`config.mk`:
```
export PLATFORM = sky130hd
export DESIGN_NAME = onehot_encoder_stream_flat
export DESIGN_NICKNAME = d
export VERILOG_FILES = /design/src/rtl/onehot_encoder_stream_if.sv /design/src/rtl/onehot_encoder_stream.sv /design/src/flat_wrapper.sv
export SDC_FILE = /design/constraint.sdc
export NUM_CORES = 1
export LEC_CHECK = 0
export CAP_MARGIN = 15
export CORE_UTILIZATION = 48
export DETAILED_ROUTE_END_ITERATION = 8
export PLACE_DENSITY = 0.81
export SLEW_MARGIN = 20
export SYNTH_ARGS = -nofsm -noshare
export SYNTH_HDL_FRONTEND = slang
export SYNTH_SLANG_ARGS = --single-unit
```
`constraint.sdc`:
```
create_clock -name clk -period 2.9 [get_ports clk]
set_input_delay 0.58 -clock clk [delete_from_list [all_inputs] [get_ports clk]]
set_output_delay 0.58 -clock clk [all_outputs]
set_load 0.01 [all_outputs]
```
`src/rtl/onehot_encoder_stream_if.sv`:
```
// Stream bundle for onehot_encoder_stream: request vector in, encoded index out.
// The slave modport is the encoder's view and the master modport is the producer/consumer's view.
interface onehot_encoder_stream_if #(
  parameter int WIDTH = 16,
  parameter int OUT_W = $clog2(WIDTH)
);
  // Handshake: a beat transfers on a rising edge where valid && ready. Once valid
  // is raised, the payload holds stable until that edge.
  logic             in_valid;
  logic             in_ready;
  logic [WIDTH-1:0] in_data;
  logic             out_valid;
  logic             out_ready;
  logic [OUT_W-1:0] out_code;
  logic             out_hit;
  logic             out_err;

  modport slave (
    input  in_valid, in_data, out_ready,
    output in_ready, out_valid, out_code, out_hit, out_err
  );

  modport master (
    output in_valid, in_data, out_ready,
    input  in_ready, out_valid, out_code, out_hit, out_err
  );
endinterface

```
`src/rtl/onehot_encoder_stream.sv`:
```
// Registered one-hot/priority encoder with a valid/ready stream on both sides.
// It also keeps a saturating count of the accepted patterns that are invalid for MODE.
module onehot_encoder_stream #(
  parameter int WIDTH = 16,
  parameter int MODE  = 0,
  parameter int CNT_W = 8,
  localparam int OUT_W = $clog2(WIDTH)
) (
  input  logic                 clk,
  input  logic                 rst_n,
  onehot_encoder_stream_if.slave bus,
  output logic [CNT_W-1:0]     err_count,
  input  logic                 clr_err,
  output logic                 dbg_full
);

  typedef enum logic {
    EMPTY = 1'b0,
    FULL  = 1'b1
  } stage_e;

  stage_e           state;
  logic             accept;
  logic [OUT_W-1:0] lo_idx;
  logic [OUT_W-1:0] hi_idx;
  logic             multi_hot;
  logic             nxt_hit;
  logic             nxt_err;
  logic [OUT_W-1:0] nxt_code;

  assign bus.out_valid = (state == FULL);
  assign bus.in_ready  = (state == EMPTY) || bus.out_ready;
  assign accept        = bus.in_valid && bus.in_ready;
  assign dbg_full      = (state == FULL);

  // Both scans run every cycle. A zero vector leaves each index at 0.
  always_comb begin
    lo_idx = '0;
    hi_idx = '0;
    for (int i = WIDTH - 1; i >= 0; i--) begin
      if (bus.in_data[i]) lo_idx = OUT_W'(i);
    end
    for (int i = 0; i < WIDTH; i++) begin
      if (bus.in_data[i]) hi_idx = OUT_W'(i);
    end
  end

  // Clearing the lowest set bit leaves something only if two or more bits were set.
  assign multi_hot = |(bus.in_data & (bus.in_data - WIDTH'(1)));
  assign nxt_hit   = |bus.in_data;

  always_comb begin
    nxt_code = lo_idx;
    nxt_err  = !nxt_hit;
    if (MODE == 0) begin
      nxt_err = !nxt_hit || multi_hot;
    end else if (MODE == 2) begin
      nxt_code = hi_idx;
    end
  end

  always_ff @(posedge clk or negedge rst_n) begin
    if (!rst_n) begin
      state        <= EMPTY;
      bus.out_code <= '0;
      bus.out_hit  <= 1'b0;
      bus.out_err  <= 1'b0;
    end else if (accept) begin
      state        <= FULL;
      bus.out_code <= nxt_code;
      bus.out_hit  <= nxt_hit;
      bus.out_err  <= nxt_err;
    end else if (bus.out_ready) begin
      state <= EMPTY;
    end
  end

  // A clear takes priority over an increment in the same cycle.
  always_ff @(posedge clk or negedge rst_n) begin
    if (!rst_n) begin
      err_count <= '0;
    end else if (clr_err) begin
      err_count <= '0;
    end else if (accept && nxt_err && (err_count != {CNT_W{1'b1}})) begin
      err_count <= err_count + CNT_W'(1);
    end
  end

endmodule

```
`src/flat_wrapper.sv`:
```
// flat-port wrapper written by rule: the top's interface ports become plain ports
module onehot_encoder_stream_flat 
#(
  parameter int WIDTH = 16,
  parameter int MODE  = 0,
  parameter int CNT_W = 8,
  localparam int OUT_W = $clog2(WIDTH)
)
  (clk, rst_n, err_count, clr_err, dbg_full, bus_in_valid, bus_in_data, bus_out_ready, bus_in_ready, bus_out_valid, bus_out_code, bus_out_hit, bus_out_err);
  onehot_encoder_stream_if #(.WIDTH(WIDTH)) bus_i ();
  input  logic clk;
  input  logic rst_n;
  output logic [CNT_W-1:0] err_count;
  input  logic clr_err;
  output logic dbg_full;
  input wire logic [$bits(bus_i.in_valid)-1:0] bus_in_valid;
  input wire logic [$bits(bus_i.in_data)-1:0] bus_in_data;
  input wire logic [$bits(bus_i.out_ready)-1:0] bus_out_ready;
  output wire logic [$bits(bus_i.in_ready)-1:0] bus_in_ready;
  output wire logic [$bits(bus_i.out_valid)-1:0] bus_out_valid;
  output wire logic [$bits(bus_i.out_code)-1:0] bus_out_code;
  output wire logic [$bits(bus_i.out_hit)-1:0] bus_out_hit;
  output wire logic [$bits(bus_i.out_err)-1:0] bus_out_err;
  assign bus_i.in_valid = bus_in_valid;
  assign bus_i.in_data = bus_in_data;
  assign bus_i.out_ready = bus_out_ready;
  assign bus_in_ready = bus_i.in_ready;
  assign bus_out_valid = bus_i.out_valid;
  assign bus_out_code = bus_i.out_code;
  assign bus_out_hit = bus_i.out_hit;
  assign bus_out_err = bus_i.out_err;
  onehot_encoder_stream #(.WIDTH(WIDTH), .MODE(MODE), .CNT_W(CNT_W)) u_core (.clk(clk), .rst_n(rst_n), .bus(bus_i), .err_count(err_count), .clr_err(clr_err), .dbg_full(dbg_full));
endmodule
```
## After elaboration in Yosys (flattened, before gate mapping)

Cells that the tools add are included.

- Bits in registers: 15
- Latch bits: 0
- Memory bits (writable): 0
- ROM bits: 0
- Output and inout port bits: 17
- Memories: 0

- Add/subtract/negate cells: 2
- Multiply operators: 0
- Div/mod/pow operators: 0
- $lt $le $gt $ge: 0
- Eq/ne operators: 1
- Shifts and indexed selects: 0
- Muxes and demuxes: 20
- Bitwise gates (word level): 2
- Reductions and logical operators: 10

Operator list:

| operator | number |
|---|---|
| 4-bit 2-to-1 mux | 16 |
| 16-bit OR reduction | 2 |
| 16-bit AND | 1 |
| 8-bit 2-to-1 mux | 2 |
| 16-bit by 1-bit subtractor with 16-bit output (second input constant) | 1 |
| 8-bit by 1-bit adder with 8-bit output (second input constant) | 1 |
| 8-bit inequality test (second input constant) | 1 |
| 2-bit nonzero test | 2 |
| 1-bit logical AND | 3 |
| 1-bit logical OR | 2 |
| 1-bit 2-to-1 mux | 2 |
| 1-bit logical NOT | 1 |
| 1-bit inverter | 1 |

## Longest topological paths before layout

- Word-level depth: 16
- Mapped depth: 8

## Worst setup path after synthesis

No wires, ideal clock.

- Kind: input to register
- Start: input port bus_in_data[0]
- End: register u_core.err_count[6]
- Library setup time: 0.125 ns
- Arrival: 2.413 ns
- Data required time: 2.775 ns
- Slack: 0.361 ns
- Stages: 8
- Path through: or4_1 -> buf_2 -> o31ai_1 -> o2111ai_1 -> a211oi_2 -> buf_6 -> nor4_1 -> mux2_4

- Longest elaborated chain between the ends: 7
- Elaborated cells on any way between the ends: 9
- Classes of those cells: add/sub (1); bitwise (1); reduce/logical (7)

Ends and longest elaborated chain:

| what | RTL line | RTL |
|---|---|---|
| start: declaration | flat_wrapper.sv:17 | `input wire logic [$bits(bus_i.in_data)-1:0] bus_in_data;` |
| 16-bit by 1-bit subtractor with 16-bit output | onehot_encoder_stream.sv:49 | `assign multi_hot = \|(bus.in_data & (bus.in_data - WIDTH'(1)));` |
| 16-bit AND | onehot_encoder_stream.sv:49 |  |
| 16-bit OR reduction | onehot_encoder_stream.sv:49 |  |
| 1-bit logical OR * | onehot_encoder_stream.sv:56 | `nxt_err = !nxt_hit \|\| multi_hot;` |
| 1-bit logical AND * (2 in a row) | onehot_encoder_stream.sv:84 | `end else if (accept && nxt_err && (err_count != {CNT_W{1'b1}})) begin` |
| 2-bit nonzero test (no source line) * | -- |  |
| end signal: assignment | onehot_encoder_stream.sv:85 | `err_count <= err_count + CNT_W'(1);` |
| end: declaration | onehot_encoder_stream.sv:12 | `output logic [CNT_W-1:0] err_count,` |

Mark *: on every way between the ends. The rest lies on a longest branch, timed or not.
A chain may end at the register's enable or synchronous reset.

## Worst setup path after layout

Ends and elaborated chain as after synthesis.

==> metrics.cfg <==
[setup_path]
critical_path_class=in2reg
r2r-end=u_core.err_count[3]
crit_fanout=6
critPathRequiredTime_ps=3070
cp-endpoint=u_core.err_count[6]
cp-end-kind=flip-flop
critPathLaunchType=primary input
r2r_cells=5
reg2reg_from=u_core.err_count[3]
r2r_setup_slack_ps=1070
cp.arrival_ps=2890
startpoint=bus_in_data[0]

[sta]
slew_headroom=0.546
fmax_mhz=367
setup-violations-final=0
worst_pin_slew_ps=679
drv_slew=0
hold_ws_ps=482
final.setup_skew_ps=10.6
finalHoldViolCount=0
min_period_over_period=0.940
grt_setup_unrepaired=no
fin_setup_tns_ps=0
min_period_ps=2730

[die]
ios=38
die-area_sq_mm=0.00245
row_count=16
fp.dieH_microns=49.5
initial_core_util=0.530
core-area_sq_mm=0.00204
die_w_microns=49.5

[yosys]
yosysUniqueCellTypes=43
synth_edf_count=0
syn-cell-area_sq_mm=0.00108
syn-num-nets=150
synth_seq_cells=15
yosysSeqAreaShare=0.347
avgSynthCellArea_sq_um=8.46
synth_ff_type=dfrtp_1
netlist_instances=128
postSynth.asyncResetShare=1.00
yosys_warnings=0

[placed_design]
gp_congestion=0.874
place.port_buffers=37
dp_hpwl_mm=2.36
dp_cells=204
dpl_cell_area_sq_mm=0.00160

[global_route]
grt_pass1_vias=1133
grt_pass1_wl_mm=4.93
grt_use_total=0.258
grt_max_degree=21
antenna_found_initial=0
grt-ovfl-total=0

[power_and_ir_drop]
p_per_area_mw_per_mm2=299
p_leak_nw=0.643
ir_drop_uv=288

[status]
outcome=complete, no violations

[clock_network]
cts_tree=built
clk_pin_slew_ps=80
cts_max_path_buffers=2
cts_sinks=15
cts-htree-levels=1
cts-root-buf=clkbuf_4
clock_latency_ps=280
numCtsBuffers=3

[run]
max-cap-violations=0

[finish]
drive_gt1_frac=0.160
design_area_sq_mm=0.00163
diodes=0
syn_to_final_growth_pct=51.0
nNetsFinal=204
fin_cells=208

[routing]
vias=1230
wl_per_cell_microns=14.3
postRouteAntennaNets=0
first_pass_iters=5
totalWireLength_mm=2.97
drc=0
drt_iter0_drc=27
via_per_inst=5.91

[worst_hold_path]
hold_class=reg2reg

[flip-flops by register name, indices dropped and copies added, names as in the netlist]
signal	cells
u_core.err_count	8
u_core.bus.out_code	4
u_core.bus.out_err	1
u_core.bus.out_hit	1
u_core.bus.out_valid	1
[layer usage]
metal / global-route usage / vias to the layer above / share of wire
li1: - / 595 / -
met1: 0.338 / 581 / 0.44
met2: 0.441 / 52 / 0.49
met3: 0.0556 / 2 / 0.064
met4: 0.0476 / 0 / 0.0051
met5: 0 / - / 0
[how the worst min path moves through the flow]
stage | from | to | slack [ps] | depth (start not counted)
3_3_place_gp | u_core.bus.out_hit | u_core.bus.out_hit | 460 | 1
3_5_place_dp | u_core.bus.out_hit | u_core.bus.out_hit | 470 | 1
5_1_grt | u_core.bus.out_hit | u_core.bus.out_hit | 520 | 1
4_1_cts | u_core.bus.out_hit | u_core.bus.out_hit | 490 | 1
2_1_floorplan | rst_n | u_core.bus.out_code[0] | 280 | 0
6_report | u_core.bus.out_code[2] | u_core.bus.out_code[2] | 480 | 2
[cell type report]
cell class	instances	area, sq um
sequential	15	375
clock buffer	4	26.3
inverter	8	30.0
tap	27	33.8
fill	139	408
multi-input combinational	99	651
timing repair buffer	55	518
[cells in the mapped netlist (2+ instances only)]
cell / instances / area share
dfrtp_1: 15 / 0.35
a21oi_1: 8 / 0.037
inv_1: 8 / 0.028
nor3_1: 8 / 0.037
o21ai_0: 8 / 0.037
nor2_1: 7 / 0.024
o31ai_1: 7 / 0.049
nand2_1: 6 / 0.021
nor4_1: 6 / 0.035
or4_1: 6 / 0.042
nand2b_1: 5 / 0.029
or3_1: 5 / 0.029
nand3_1: 4 / 0.018
a211oi_1: 2 / 0.014
a21o_1: 2 / 0.014
buf_2: 2 / 0.0092
nor2b_1: 2 / 0.012
or2_2: 2 / 0.012
[cells by family (layout without fill, tap and decap cells)]
kind of cell / after synthesis / in the layout / share of synthesized area
AOI/OAI and AO/OA: 38 / 38 / 0.245
muxes: 3 / 3 / 0.0335
DFF: 15 / 15 / 0.347
adders and majority gates: 2 / 2 / 0.0208
buffers and inverters: 14 / 67 / 0.0613
xor gates and xnor gates: 1 / 1 / 0.00809
and+or+nand+nor: 55 / 55 / 0.284
[repair_timing]
item,4_1_cts,5_1_grt
endpoints found under the setup margin,0,5
setup buffers,0,0
resized for setup,0,2
hold endpoints to repair,0,0
hold buffers,0,0
[layout by cell type, fill, tap and decap left out, types with 2 or more instances in the layout]
master and instances:
nor3_1 8, inv_1 8, or3_1 5, nand3_1 4, clkbuf_4 3, nor4_1 5, nand2b_1 5, a21oi_1 8
buf_4 17, or4_1 5, a21o_1 2, a211oi_1 2, or2_2 2, nand2_1 6, nor2_1 7, o21ai_0 8
dfrtp_1 15, clkdlybuf4s50_1 37, o31ai_1 7, nor2b_1 2
[critical path, stage by stage]
cell and delay (ps):
clkdlybuf4s50_1 520, or4_4 630, o31ai_1 280, o2111ai_1 160, a211oi_2 190, buf_4 170, nor4_1 60, mux2_4 300
[where the power goes]
| group | internal, mW | total, mW | switching [mW] |
|---|---|---|---|
| logic | 0.0780 | 0.141 | 0.0634 |
| clock network | 0.0533 | 0.122 | 0.0682 |
| registers | 0.219 | 0.226 | 0.00686 |
| total | 0.351 | 0.489 | 0.138 |
[stage by stage]
stage                     worst slack, ps   util  power [mW]
after floorplan                       361      -       0.279
after global placement              -59.8  0.782       0.365
after detailed placement             -193  0.782       0.370
after CTS                             102  0.795       0.489
after global routing                 54.9  0.800       0.513
final                                 174  0.800       0.489
Power figures use the tool's default switching activity.
